### src/rtl/spi_master_ctrl.sv
// spi_master_ctrl: SPI mode-0 master that streams bytes 0..n_tx of the
// adjacent byte register file out on MOSI. It writes each received byte back
// to the same address, so the transfer is in place and full duplex.
// All outputs are registered; rst is synchronous and active-high.
module spi_master_ctrl #(
  parameter int ADDR_W = 6,
  parameter int DIV    = 4
) (
  input  logic              clk,
  input  logic              rst,
  input  logic              start_i,
  input  logic [ADDR_W-1:0] n_tx_i,
  input  logic              all_ones_i,
  input  logic              all_zeros_i,
  input  logic [31:0]       rd_data_i,
  output logic              hold_ctrl_o,
  output logic [ADDR_W-1:0] addr_o,
  output logic              wr_o,
  output logic [7:0]        wr_data_o,
  output logic              busy_o,
  output logic              done_o,
  output logic [ADDR_W-1:0] rx_count_o,
  output logic              cs_n_o,
  output logic              sclk_o,
  output logic              mosi_o,
  input  logic              miso_i
);

  localparam logic [2:0] S_IDLE  = 3'd0;
  localparam logic [2:0] S_LOAD  = 3'd1;
  localparam logic [2:0] S_SHIFT = 3'd2;
  localparam logic [2:0] S_STORE = 3'd3;
  localparam logic [2:0] S_DONE  = 3'd4;

  // Half-period counter counts 0..DIV-1; keep at least one bit for DIV=1.
  localparam int              DCW      = (DIV > 1) ? $clog2(DIV) : 1;
  localparam logic [DCW-1:0]  DIV_LAST = DCW'(DIV - 1);

  logic [2:0]        state_q,    state_d;
  logic [ADDR_W-1:0] n_tx_q,     n_tx_d;
  logic              ones_q,     ones_d;
  logic              zeros_q,    zeros_d;
  logic [ADDR_W-1:0] byte_idx_q, byte_idx_d;
  logic [7:0]        tx_shift_q, tx_shift_d;
  logic [7:0]        rx_shift_q, rx_shift_d;
  logic [2:0]        bit_cnt_q,  bit_cnt_d;
  logic [DCW-1:0]    div_cnt_q,  div_cnt_d;
  logic              hold_q,     hold_d;
  logic [ADDR_W-1:0] addr_q,     addr_d;
  logic              wr_q,       wr_d;
  logic [7:0]        wr_data_q,  wr_data_d;
  logic              busy_q,     busy_d;
  logic              done_q,     done_d;
  logic [ADDR_W-1:0] rx_count_q, rx_count_d;
  logic              cs_n_q,     cs_n_d;
  logic              sclk_q,     sclk_d;
  logic              mosi_q,     mosi_d;
  logic [7:0]        tx_byte_s;

  // Only the low byte of the register-file read bus carries data.
  logic unused_rd_s;
  assign unused_rd_s = ^rd_data_i[31:8];

  // Next-state logic: sequence IDLE -> (LOAD -> SHIFT -> STORE)* -> DONE.
  always_comb begin
    state_d    = state_q;
    n_tx_d     = n_tx_q;
    ones_d     = ones_q;
    zeros_d    = zeros_q;
    byte_idx_d = byte_idx_q;
    tx_shift_d = tx_shift_q;
    rx_shift_d = rx_shift_q;
    bit_cnt_d  = bit_cnt_q;
    div_cnt_d  = div_cnt_q;
    hold_d     = hold_q;
    addr_d     = addr_q;
    wr_d       = 1'b0;
    wr_data_d  = wr_data_q;
    busy_d     = busy_q;
    done_d     = 1'b0;
    rx_count_d = rx_count_q;
    cs_n_d     = cs_n_q;
    sclk_d     = sclk_q;
    mosi_d     = mosi_q;
    tx_byte_s  = 8'h00;

    case (state_q)
      S_IDLE: begin
        if (start_i) begin
          n_tx_d     = n_tx_i;
          ones_d     = all_ones_i;
          zeros_d    = all_zeros_i;
          byte_idx_d = '0;
          rx_count_d = '0;
          addr_d     = '0;
          busy_d     = 1'b1;
          hold_d     = 1'b1;
          state_d    = S_LOAD;
        end else begin
          state_d    = S_IDLE;
        end
      end
      S_LOAD: begin
        // addr already points at byte_idx, so rd_data is valid this cycle.
        if (ones_q) begin
          tx_byte_s = 8'hFF;
        end else if (zeros_q) begin
          tx_byte_s = 8'h00;
        end else begin
          tx_byte_s = rd_data_i[7:0];
        end
        tx_shift_d = tx_byte_s;
        mosi_d     = tx_byte_s[7];
        cs_n_d     = 1'b0;
        sclk_d     = 1'b0;
        bit_cnt_d  = 3'd0;
        div_cnt_d  = '0;
        state_d    = S_SHIFT;
      end
      S_SHIFT: begin
        if (div_cnt_q == DIV_LAST) begin
          div_cnt_d = '0;
          sclk_d    = ~sclk_q;
          if (!sclk_q) begin
            // Rising SCLK: sample MISO.
            rx_shift_d = {rx_shift_q[6:0], miso_i};
          end else if (bit_cnt_q == 3'd7) begin
            // Falling SCLK after the last bit: present the byte for write-back.
            wr_d      = 1'b1;
            addr_d    = byte_idx_q;
            wr_data_d = rx_shift_q;
            state_d   = S_STORE;
          end else begin
            // Falling SCLK: advance MOSI to the next bit.
            bit_cnt_d  = bit_cnt_q + 3'd1;
            tx_shift_d = {tx_shift_q[6:0], 1'b0};
            mosi_d     = tx_shift_q[6];
          end
        end else begin
          div_cnt_d = div_cnt_q + DCW'(1);
        end
      end
      S_STORE: begin
        rx_count_d = rx_count_q + ADDR_W'(1);
        // Compare before incrementing so n_tx = all-ones never wraps.
        if (byte_idx_q == n_tx_q) begin
          done_d  = 1'b1;
          busy_d  = 1'b0;
          hold_d  = 1'b0;
          cs_n_d  = 1'b1;
          mosi_d  = 1'b0;
          state_d = S_DONE;
        end else begin
          byte_idx_d = byte_idx_q + ADDR_W'(1);
          addr_d     = byte_idx_q + ADDR_W'(1);
          state_d    = S_LOAD;
        end
      end
      S_DONE: begin
        state_d = S_IDLE;
      end
      default: begin
        state_d = S_IDLE;
      end
    endcase
  end

  // State and output registers; rst forces the idle/reset values.
  always_ff @(posedge clk) begin
    if (rst) begin
      state_q    <= S_IDLE;
      n_tx_q     <= '0;
      ones_q     <= 1'b0;
      zeros_q    <= 1'b0;
      byte_idx_q <= '0;
      tx_shift_q <= 8'h00;
      rx_shift_q <= 8'h00;
      bit_cnt_q  <= 3'd0;
      div_cnt_q  <= '0;
      hold_q     <= 1'b0;
      addr_q     <= '0;
      wr_q       <= 1'b0;
      wr_data_q  <= 8'h00;
      busy_q     <= 1'b0;
      done_q     <= 1'b0;
      rx_count_q <= '0;
      cs_n_q     <= 1'b1;
      sclk_q     <= 1'b0;
      mosi_q     <= 1'b0;
    end else begin
      state_q    <= state_d;
      n_tx_q     <= n_tx_d;
      ones_q     <= ones_d;
      zeros_q    <= zeros_d;
      byte_idx_q <= byte_idx_d;
      tx_shift_q <= tx_shift_d;
      rx_shift_q <= rx_shift_d;
      bit_cnt_q  <= bit_cnt_d;
      div_cnt_q  <= div_cnt_d;
      hold_q     <= hold_d;
      addr_q     <= addr_d;
      wr_q       <= wr_d;
      wr_data_q  <= wr_data_d;
      busy_q     <= busy_d;
      done_q     <= done_d;
      rx_count_q <= rx_count_d;
      cs_n_q     <= cs_n_d;
      sclk_q     <= sclk_d;
      mosi_q     <= mosi_d;
    end
  end

  assign hold_ctrl_o = hold_q;
  assign addr_o      = addr_q;
  assign wr_o        = wr_q;
  assign wr_data_o   = wr_data_q;
  assign busy_o      = busy_q;
  assign done_o      = done_q;
  assign rx_count_o  = rx_count_q;
  assign cs_n_o      = cs_n_q;
  assign sclk_o      = sclk_q;
  assign mosi_o      = mosi_q;

endmodule

### config.mk
export PLATFORM = sky130hd
export DESIGN_NAME = spi_master_ctrl
export DESIGN_NICKNAME = d
export VERILOG_FILES = /design/src/rtl/spi_master_ctrl.sv
export SDC_FILE = /design/constraint.sdc
export NUM_CORES = 1
export LEC_CHECK = 0
export BUFFER_PORTS_ARGS = -buffer_cell sky130_fd_sc_hd__buf_4
export CAP_MARGIN = 20
export CORE_MARGIN = 10
export CORE_UTILIZATION = 35
export DETAILED_ROUTE_END_ITERATION = 8
export GPL_ROUTABILITY_DRIVEN = 0
export SETUP_SLACK_MARGIN = 0.05
export SLEW_MARGIN = 0
export SYNTH_ARGS = -nofsm -noshare
export SYNTH_HDL_FRONTEND = slang
export SYNTH_SLANG_ARGS = --single-unit
### constraint.sdc
create_clock -name clk -period 1.95 [get_ports clk]
set_input_delay 0.0975 -clock clk [delete_from_list [all_inputs] [get_ports clk]]
set_output_delay 0.0975 -clock clk [all_outputs]
set_load 0.05 [all_outputs]
* Word-level counts from Yosys, hierarchy flattened
Cells that the tools add are included.
** Operators by class
- $add $sub $neg :: 4
- Eq/ne operators :: 13
- Mux-type cells :: 39
- Bitwise logic cells :: 4
- Reductions and logical operators :: 20
** Operator list (count)
- $mux W6 :: 5
- $pmux W6 S2 :: 2
- $mux W3 :: 7
- $mux W7 :: 3
- $pmux W6 S3 :: 1
- $mux W8 :: 2
- $ne A2 B2 Y1 const B :: 7
- $pmux W7 S2 :: 1
- $add A6 B1 Y6 const B :: 2
- $pmux W3 S4 :: 1
- $reduce_and A3 Y1 :: 4
- $mux W1 :: 10
- $reduce_and A2 Y1 :: 4
- $reduce_and A4 Y1 :: 2
- $eq A3 B2 Y1 const B :: 2
- $eq A6 B6 Y1 :: 1
- $pmux W1 S2 :: 3
- $pmux W3 S2 :: 1
- $reduce_and A6 Y1 :: 1
- $reduce_bool A2 Y1 :: 3
- $reduce_bool A3 Y1 :: 2
- $reduce_and A5 Y1 :: 1
- $not A1 Y1 :: 4
- $pmux W2 S2 :: 1
- other kinds (10) :: 10
** Storage, ports and cells
- Register bits :: 63
- Bits of input ports :: 44
- Output and inout port bits :: 27
- Logic and storage cells :: 98

* Logic depth before layout (Yosys ltp)
- Depth in word-level cells :: 5
- Gate-level depth with buffers :: 7

* Worst setup path before layout
Ideal clock, no wire load.
- Path kind :: register -> register
- Start point :: register sclk_q (netlist: sclk_o)
- End point :: register addr_q[5] (netlist: addr_o[5])
- Setup time :: 121 ps
- Arrival time :: 1803 ps
- Required time :: 1829 ps
- Path slack :: 25 ps
- Cell stages (with the launch flop) :: 6
- Cell sequence :: dfxtp_1 -> and3_1 -> and3_1 -> buf_2 -> o32ai_4 -> mux2_4
** Between the ends
- Word-level cells in the longest chain between the ends :: 2
** RTL lines
- from (decl) :: RTL line 56 : logic sclk_q, sclk_d;
- from (signal assigned) :: RTL line 208 : sclk_q <= sclk_d;
- $ne A2 B2 Y1 (no source line)
- $reduce_and A6 Y1 (no source line)
- to (signal assigned) :: RTL line 201 : addr_q <= addr_d;
- to (decl) :: RTL line 49 : logic [ADDR_W-1:0] addr_q, addr_d;
Every way passes these cells.
A chain may end at the register's enable or synchronous reset.

* Worst setup path after layout
- Start point :: register byte_idx_q[4]
- End point :: register addr_q[2] (netlist: addr_o[2])
** Between the ends
- Word-level cells in the longest chain between the ends :: 3
** RTL lines
- from (decl) :: RTL line 43 : logic [ADDR_W-1:0] byte_idx_q, byte_idx_d;
- from (signal assigned) :: RTL line 195 : byte_idx_q <= byte_idx_d;
- $eq A6 B6 Y1 :: RTL line 146 : if (byte_idx_q == n_tx_q) begin
- $ne A2 B2 Y1 (no source line)
- $reduce_and A6 Y1 (no source line)
Every way passes these cells.

==> summary.txt <==
Clock tree
  – CTS H-tree lvls: 3
  – CTS buffer count: 9
  – CTS root buf: clkbuf_8
  – TritonCTS clock tree: done
  – Bufs on Longest Clock Path: 2
  – Postcts setup bufs: 0
  – Clk sinks: 63
  – Clk_lat worst skew: 330 ps
  – CTS clock-pin slew for the worst setup and hold paths: 70 ps

Route
  – Vias: 2482
  – Routed wire length: 6910 um
  – ANT nets after route: 0
  – Initial DRT Pass Iterations: 4
  – Vias per inst: 4.99
  – Wire length per cell: 13.9 um
  – Initial DRC Count: 92
  – Drc violations: 0

Worst setup path
  – Worst EP arrival: 2030 ps
  – Worst r2r src: byte_idx_q[4]
  – Max FO, Critical Path: 8
  – CP Launch Type: register
  – CP Data Required Time: 2220 ps
  – Setup slack, reg-to-reg: 190 ps
  – Crit. Startpoint: byte_idx_q[4]
  – CP Capture Point: addr_o[2]
  – Worst setup EP type: register
  – R2r endpoint: addr_o[2]
  – Critical path class: register to register
  – Worst-case reg-to-reg path depth: 5

Timing
  – Endpoints failing setup: 0
  – Clk_skew: 10.6 ps
  – Tmin final: 1760 ps
  – Sum of negative setup slack: 0 ps
  – Unrepaired setup endpoints after global routing: false
  – Max Clock Freq: 568 MHz
  – Slew margin rel.: 56.8%
  – Final hold vios: 0
  – Worst slew pin tran: 647 ps
  – Post-route clock period utilization: 90.3%
  – Final Max Slew Viols: 0

Floorplan
  – Die Wd: 112 um
  – Num rows: 33
  – Initial core utilization: 35.9%
  – IO Count: 71
  – Core area: 8180 um^2
  – Die Area: 12400 um^2
  – Die Height: 112 um

Placed design
  – Buffers on Ports: 46
  – Placed cell areas: 3430 um^2
  – Final HPWL DP: 4900 um

Synthesis
  – Post-synth top area share: 43.0%
  – Register bit total from synthesis: 63
  – Synth area leader: dfxtp_1
  – Syn Area/Cell: 8.81 um^2
  – Sequential area share after synthesis: 43.0%
  – Asr flop ratio synth: 0%
  – Net count after synthesis: 382
  – Syn Inst Count: 333
  – YS warnings: 0
  – Prevailing post-synth register cell: dfxtp_1
  – Synth Cell Area: 2930 um^2
  – Area contributors post-synth: dfxtp_1 (43%), mux2i_1 (7.8%), a21oi_1 (6.1%)
  – Synth cell types: 51
  – Number of flops mapped to enable cells by yosys: 0

Finish
  – Antenna diode count: 0
  – Syn-to-layout area delta: 25.2%
  – Fraction of final layout cells sized beyond drive strength 1: 23.5%
  – Post-route cell area: 3670 um^2
  – Nets: 436
  – Layout fillers: 806

Global route
  – All-Layer GR Usage: 11.0%
  – Largest net degree at the start of global routing: 64
  – Vias in the first global route: 2369
  – Initial antenna violation count: 0
  – Total global routing overflow: 0
  – First-pass GRT wire length: 11600 um

Status
  – Status: finished, final reports clean

Worst hold path
  – Hold crit path type: input pin to register

Power
  – Power per Cell Area: 832 nW/um^2
  – P_leak: 0.00144 uW
  – Total power: 3060 uW
  – Maximum VDD drop: 0.000330 V

Flow run
  – Total of max-cap violations: 0
==> layout make-up <==
| class | count | area [um^2] | area share [%] |
|---|---|---|---|
| multi-input cells | 235 | 1510 | 41.1 |
| flip-flops and latches | 63 | 1260 | 34.4 |
| repair buffers | 69 | 528 | 14.4 |
| clock buffers | 10 | 138 | 3.75 |
| well taps | 105 | 131 | 3.58 |
| clock inverters | 6 | 70.1 | 1.91 |
| inverters | 9 | 33.8 | 0.919 |
==> placed cells by master, fill, tap and decap left out, types with 3 or more instances in the layout <==
master,count
o311ai_0,5
a21oi_1,36
buf_4,65
dfxtp_1,61
inv_1,9
clkbuf_8,10
nor3b_1,3
clkinvlp_4,3
nand3b_1,3
or4_1,5
nand2_1,43
dlygate4sd3_1,4
a211o_1,7
xnor2_1,6
mux2i_1,23
nor2_1,35
nand4_1,6
nand3_1,6
xor2_1,4
ha_1,5
and3_1,5
nor3_1,6
==> metrics by stage <==
step           util (%)  cells  worst slack (ps)  hold slack (ps)
4_1_cts            44.9    497               133            0.114
3_5_place_dp       41.9    477               137              358
6_report           44.9    497               189             8.34
3_3_place_gp       41.9    477               170              340
2_1_floorplan         -    333               148              233
5_1_grt            44.9    497              78.1             5.58
==> state kept, by name, indices dropped and copies added (netlist names), 2 cells and up <==
signal	count
state_q	3
wr_data_o	8
rx_count_o	6
n_tx_q	6
div_cnt_q	2
byte_idx_q	6
rx_shift_q	8
bit_cnt_q	3
tx_shift_q	7
addr_o	6
==> synth_stat cells (2+ instances only) <==
cell	count
o311ai_0	5
a211o_1	7
nor3b_1	3
o32ai_1	2
xnor2_1	6
nand4_1	6
a211oi_1	2
nor4_1	2
nor2_1	35
nor3_1	6
or3_1	2
buf_6	2
clkbuf_1	14
a21oi_1	36
o21ai_0	2
nand2_1	43
or4_1	5
and3_1	5
xnor2_2	2
o221ai_1	2
nand3_1	6
inv_1	9
mux2i_1	23
nand3b_1	3
ha_1	5
and3b_1	2
dfxtp_1	63
buf_4	2
buf_2	7
nor2b_1	2
xor2_1	4
==> critical path, stage by stage (launching register included) <==
cell and delay [ps]:
dfxtp_1 460, xor2_1 110, or2_1 370, o32ai_4 340, buf_4 220, mux2i_1 180
==> how the worst min path moves through the flow <==
stage / startpoint / slack, ps / cells past startpoint / end
finish: n_tx_i[0] / 8 / 3 / n_tx_q[0]
global route: all_zeros_i / 6 / 3 / zeros_q
detailed placement: n_tx_i[1] / 360 / 3 / n_tx_q[1]
CTS: n_tx_i[0] / 0.1 / 3 / n_tx_q[0]
floorplan: all_zeros_i / 230 / 2 / zeros_q
global placement: miso_i / 340 / 3 / rx_shift_q[0]
==> cell families after synthesis <==
logic type,Yosys count,share of synthesized area [%]
AND/OR/NAND/NOR,130,22.2
multiplexers,24,8.36
adder cells (fa/ha/maj),5,2.13
XOR/XNOR,12,4.09
AO/OA/AOI/OAI,64,14.7
flip-flops,63,43.0
buffers and inverters,35,5.54
==> per-layer routing <==
metal	routed length, um	up-vias	track usage, %
met5	0	-	0
met4	85	0	3.94
met3	383	7	4.03
met2	3230	50	17.1
met1	3200	1149	13.5
li1	-	1276	-
==> power breakdown <==
part | total, uW | switching (uW) | internal, uW
Sequential | 1390 | 51.4 | 1340
Combinational | 502 | 303 | 199
Clock | 1170 | 537 | 629
Total | 3060 | 891 | 2160
==> repair_timing <==
item / CTS / global route
setup endpoints to repair: 0 / 6
resized for setup: 0 / 1
hold buffers: 4 / 0
hold endpoints to repair: 4 / 0
Power figures use the tool's default switching activity.
